### src/rtl/seg7_pattern_decoder.sv
// seg7_pattern_decoder: synchronizes, debounces and decodes a 7-segment bus and counts digit changes.
// Optional `SEG7_BLANK_EN adds the blank output for an all-off pattern.
module seg7_pattern_decoder #(
  parameter int STABLE_CYCLES = 4,
  parameter int CNT_W = 8
) (
  input  logic             clk,
  input  logic             reset_n,
  input  logic [6:0]       abcdefg,
  input  logic             clear,
  output logic [3:0]       digit,
  output logic             digit_valid,
  output logic             invalid_pattern,
  output logic             new_digit,
  output logic [CNT_W-1:0] change_count
`ifdef SEG7_BLANK_EN
  ,
  output logic             blank
`endif
);
  localparam int SW = STABLE_CYCLES > 1 ? $clog2(STABLE_CYCLES) : 1;
  localparam logic [SW-1:0] TOP = SW'(STABLE_CYCLES - 1);
  typedef enum logic {SETTLING, LOCKED} state_t;
  state_t state, state_nxt;
  logic [6:0] s1, s2, s3;
  logic [SW-1:0] cnt, cnt_nxt;
  logic same, lock, hit, strobe, is_blank;
  logic [3:0] val;
  always_comb begin
    hit = 1'b1;
    val = 4'h0;
    case (s2)
      7'b1111110: val = 4'h0;
      7'b0110000: val = 4'h1;
      7'b1101101: val = 4'h2;
      7'b1111001: val = 4'h3;
      7'b0110011: val = 4'h4;
      7'b1011011: val = 4'h5;
      7'b1011111: val = 4'h6;
      7'b1110000: val = 4'h7;
      7'b1111111: val = 4'h8;
      7'b1111011: val = 4'h9;
      7'b1110111: val = 4'hA;
      7'b0011111: val = 4'hB;
      7'b1001110: val = 4'hC;
      7'b0111101: val = 4'hD;
      7'b1001111: val = 4'hE;
      7'b1000111: val = 4'hF;
      default:    hit = 1'b0;
    endcase
  end
  // s3 is the previous synchronized sample; a lock fires once per stable run
  always_comb begin
    same = s2 == s3;
    cnt_nxt = !same ? '0 : (cnt == TOP ? cnt : cnt + 1'b1);
    lock = state == SETTLING && same && cnt_nxt == TOP;
    state_nxt = (clear || !same) ? SETTLING : (lock ? LOCKED : state);
    strobe = lock && !clear && hit && (!digit_valid || val != digit);
  end
  always_ff @(posedge clk or negedge reset_n) begin
    if (!reset_n) begin
      s1 <= '0;
      s2 <= '0;
      s3 <= '0;
      cnt <= '0;
      state <= SETTLING;
      digit <= '0;
      digit_valid <= 1'b0;
      invalid_pattern <= 1'b0;
      new_digit <= 1'b0;
      change_count <= '0;
    end else begin
      s1 <= abcdefg;
      s2 <= s1;
      s3 <= s2;
      cnt <= clear ? '0 : cnt_nxt;
      state <= state_nxt;
      new_digit <= strobe;
      if (clear) begin
        digit <= '0;
        digit_valid <= 1'b0;
        invalid_pattern <= 1'b0;
        change_count <= '0;
      end else if (lock) begin
        digit_valid <= hit;
        invalid_pattern <= !hit && !is_blank;
        if (hit) digit <= val;
        if (strobe) change_count <= change_count + 1'b1;
      end
    end
  end
`ifdef SEG7_BLANK_EN
  assign is_blank = s2 == 7'b0;
  always_ff @(posedge clk or negedge reset_n) begin
    if (!reset_n) blank <= 1'b0;
    else if (clear) blank <= 1'b0;
    else if (lock) blank <= is_blank;
  end
`else
  assign is_blank = 1'b0;
`endif
endmodule
### config.mk
export PLATFORM = sky130hd
export DESIGN_NAME = seg7_pattern_decoder
export DESIGN_NICKNAME = d
export VERILOG_FILES = /design/src/rtl/seg7_pattern_decoder.sv
export SDC_FILE = /design/constraint.sdc
export NUM_CORES = 1
export LEC_CHECK = 0
export ABC_AREA = 1
export ABC_CLOCK_PERIOD_IN_PS = 1900
export BUFFER_PORTS_ARGS = -buffer_cell sky130_fd_sc_hd__buf_2
export CAP_MARGIN = 20
export CORE_ASPECT_RATIO = 1.1
export CORE_MARGIN = 4
export CORE_UTILIZATION = 40
export DETAILED_ROUTE_END_ITERATION = 12
export GPL_TIMING_DRIVEN = 0
export PLACE_DENSITY = 0.69
export SLEW_MARGIN = 20
export SYNTH_ARGS = -nofsm -noshare
export SYNTH_HDL_FRONTEND = slang
export SYNTH_SLANG_ARGS = --single-unit
### constraint.sdc
create_clock -name clk -period 1.9 [get_ports clk]
set_input_delay 0.38 -clock clk [delete_from_list [all_inputs] [get_ports clk]]
set_output_delay 0.38 -clock clk [all_outputs]
set_load 0.01 [all_outputs]
======== Yosys cells after proc, flatten, opt, wreduce, memory -nomap -nowiden ========
Cells that the tools add are included.
word-level totals
  flip-flop bits (word level) ............. 39
  latch bits .............................. 0
  bits in writable memories ............... 0
  bits in read-only memories .............. 0
  input port bits ......................... 10
  output and inout port bits .............. 15
  word-level logic and storage cells ...... 68
  memories kept ........................... 0
operators by class
  $add $sub $neg .......................... 2
  multiply operators ...................... 0
  divide/modulo/power cells ............... 0
  $lt $le $gt $ge ......................... 0
  eq/ne operators ......................... 20
  shifts and indexed selects .............. 0
  muxes and demuxes ....................... 17
  bitwise gates (word level) .............. 1
  reductions and logical operators ........ 18
operators by type and width
  operator               number
  $eq A7 B7 Y1 const B   12
  $pmux W4 S15           1
  $mux W8                3
  $eq A7 B6 Y1 const B   3
  $reduce_or A16 Y1      1
  $mux W4                3
  $add A8 B1 Y8 const B  1
  $reduce_bool A2 Y1     4
  $eq A7 B5 Y1 const B   1
  $eq A7 B7 Y1           1
  $mux W1                7
  $mux W2                3
  $logic_and A1 B1 Y1    5
  $eq A2 B2 Y1 const B   2
  $logic_not A1 Y1       4
  $ne A4 B4 Y1           1
  $reduce_and A2 Y1      2
  $add A2 B1 Y2 const B  1
  $logic_or A1 B1 Y1     2
  $not A1 Y1             1

======== Depth between registers and ports, before layout ========
  depth in word-level cells ............... 11
  gate-level depth with buffers ........... 14
  gate-level depth less buffers ........... 14

======== Worst setup path after synthesis ========
No wires, ideal clock.
  path type ............................... register -> register
  start point ............................. register s2[2]
  end point ............................... register change_count[2]
  library setup time ...................... 0.066 ns
  data arrival time ....................... 1.582 ns
  data required time ...................... 1.834 ns
  slack ................................... 0.253 ns
  stages on the path, launching flop included .. 14
  buffers on the path ..................... 0
  period minus slack after synthesis ...... 1.647 ns
  cell sequence ........................... dfrtp_1 > nand2_1 > nor2_1 > nand2_1 > nand2_1 > nor2_1 > nand2_2 > nand2_1 > nand2_1 > nor2_2 > nand3_4 > nand2_4 > nand3_1 > nand2_1
between the ends
  longest elaborated chain between the ends .. 9
  elaborated cells on any way between the ends .. 32
  classes of those cells .................. 19 x eq/ne; 3 x mux; 10 x reduce/logical
RTL lines
  element                                                               line  text
  from (decl)                                                           25    logic [6:0] s1, s2, s3;
  from (signal assigned)                                                63    s2 <= '0;
  from (signal assigned)                                                74    s2 <= s1;
  parallel branches: the longest is 8 deep, another holds $pmux W4 S15  n/a
  $reduce_and A2 Y1 (no source line) (*)                                n/a
  to (signal assigned)                                                  88    if (strobe) change_count <= change_count + 1'b1;
  to (decl)                                                             15    output logic [CNT_W-1:0] change_count
Every way passes the cells marked *.
A chain may end at the register's enable or synchronous reset.

======== Final worst setup path ========
  start point ............................. register s2[5]
  end point ............................... register change_count[2]
The elaborated chain is that of the path after synthesis.

==> out/metrics.yaml <==
drc: 0
core_area_um2: 4380
portBuffers: 24
cts_tree: "yes"
power_frac_seq_pct: 55.1
status: "finished, final reports clean"
crit_fanout: 5
power_per_cell_area_nw_per_um2: 670
diodes: 0
yosysSeqAreaShare_pct: 52.6
layout_common_cells: "nand2_1 (44), dfrtp_1 (32), buf_2 (24)"
max_freq_mhz: 547
synth_cell_types: 23
slowest_stage: "dfrtp_2"
ys_warn_count: 0
routed_wl_mm: 3.93
timing.final.crit_share_pct: 96.1
synth_cells: 216
die-area_um2: 5790
synth_area_um2: 1860
ant_nets: 0
area_growth_pct: 27.8
insertion_delay_ns: 0.29
grt_use_total_pct: 15.2
start_util_pct: 42.4
synth_area_per_cell_um2: 8.59
max_cap_violations: 0
path_clk_slew_ns: 0.08
maxSlewViolCount: 0
min_period_ns: 1.83
design_area_um2: 2370
drt_iter0_drc: 90
overflow: 0
crit_family: "simple AND/OR/NAND/NOR gates"
slew_headroom_pct: 43.5
ys_ff_latch: 39
crit_chain: "buf_4 -> xnor2_1 -> nand3_1 -> nor3_2 -> nand2_2 -> nor2_4 -> buf_4 -> nand2_4 -> nand3_1 -> nand2_1"
final_common_cell: "nand2_1"
holdWs_ns: 0.188
vias: 1500
cp-start-kind: "register"
cts_sinks: 39
p_clk_share_pct: 37.3
die_x_um: 72.9
grt_antenna_before_repair: 0
setup_ws_ns: 0.0735
cts_buffer_depth: 2
swShare_pct: 24.9
clock_skew_ns: 0.00392
hold_class: "primary input to asynchronous set/reset pin"
pre_cts_slack_ns: -0.0202
cts_root_buf: "clkbuf_8"
rows: 25
crit_path_max_incr_delay_ns: 0.45
tightest_slew_ns: 0.847
h-tree-depth: 2
hold_viol: 0
wire_per_inst_um: 12.7
crit_buf_inv: 2
required_ns: 2.08
crit_arrival_ns: 2.01
syn_nets: 227
layout-drive-gt1-share_pct: 39.1
p_sw_mw: 0.396
rsz0062_at_grt: "true"
cts_hold_buf: 0
final.setup.tns_ns: 0
crit_path_end_kind: "register"
grt_pass1_vias: 1440
final_nets: 266
first_pass_iters: 4
power_frac_comb_pct: 7.6
grt_max_degree: 40
r2r_slack_ns: 0.07
grt_pass1_wl_mm: 6.71
vdd_ir_drop_max_v: 0.000469
worst-setup-path-type: "register to register"
p_leak_nw: 1.20
numCtsBuffers: 5
io_pins: 25
hpwl_mm: 2.59
viasPerCell: 4.84
setup_viol: 0
gp_congestion: 0.853
die_h_um: 79.4
internal_power_mw: 1.19
total_power_mw: 1.59
dpl_cell_area_um2: 2040
## registers in the layout, indices dropped and copies added (netlist names)
signal	flops
change_count	8
s1	7
s2	7
s3	7
digit	4
cnt	2
digit_valid	1
invalid_pattern	1
new_digit	1
state	1
## cell type report
type                            instances  area, um2
Tap cell                               54       67.6
Multi-Input combinational cell        158        965
Clock buffer                            6       82.6
Buffer                                  2       18.8
Fill cell                             421       2010
Inverter                               19       71.3
Clock inverter                          2       16.3
Sequential cell                        39        985
Timing Repair Buffer                   30        165
## per-layer routing
metal	vias up	routed length (um)	GRT usage [%]	share of wire [%]
met3	4	110	3.90	2.8
met5	-	0	0	0
met1	702	1840	20.8	47
met2	19	1940	22.7	49
li1	775	-	-	-
met4	0	45	6.09	1.1
## power by group through the flow
stage	combinational (mW)	clock (mW)	sequential (mW)
6_report	0.121	0.593	0.876
5_1_grt	0.137	0.646	0.881
4_1_cts	0.101	0.611	0.872
3_5_place_dp	0.0952	0	0.887
3_3_place_gp	0.0941	0	0.886
2_1_floorplan	0.0584	0	0.883
## what timing repair did
action | 4_1_cts | 5_1_grt
setup endpoints to repair | 8 | 13
gates resized for setup | 9 | 48
setup buffers | 0 | 6
pin swaps | 1 | 24
cloned | 2 | 0
## synth_stat cells (all sizes together)
library cell / count / area (um2)
a31o: 1 / 8.76
clkbuf: 1 / 7.51
inv: 18 / 67.6
nor2: 33 / 154
a21oi: 3 / 15.0
xnor2: 7 / 61.3
nand2: 65 / 259
o21ai: 4 / 20.0
clkinv: 1 / 3.75
xor2: 5 / 43.8
nand3: 21 / 118
dfrtp: 39 / 976
buf: 1 / 7.51
nand3b: 2 / 15.0
nand4: 11 / 68.8
nor3: 2 / 10.0
nor3b: 1 / 7.51
ha: 1 / 12.5
## per-stage QoR
step,util [%],std cells
floorplan,-,216
global route,54.1,310
finish,54.1,310
CTS,49.9,304
detailed placement,46.7,294
global placement,46.7,294
## cells by family after synthesis
logic type	after synthesis	synth area share, %
DFF	39	52.6
AOI/OAI and AO/OA	8	2.36
xor gates and xnor gates	12	5.66
and+or+nand+nor	135	34.1
adders and majority gates	1	0.674
buffers and inverters	21	4.65
## worst paths after layout
path,to,startpoint,cells after the start
max,change_count[2],s2[5],10
min,s1[2],reset_n,1
max reg2reg,change_count[2],s2[5],10
min reg2reg,s2[4],s1[4],0
max in group asynchronous,s2[5],reset_n,1
min in group clk,s1[2],abcdefg[2],1
(Power assumes the default switching activity.)
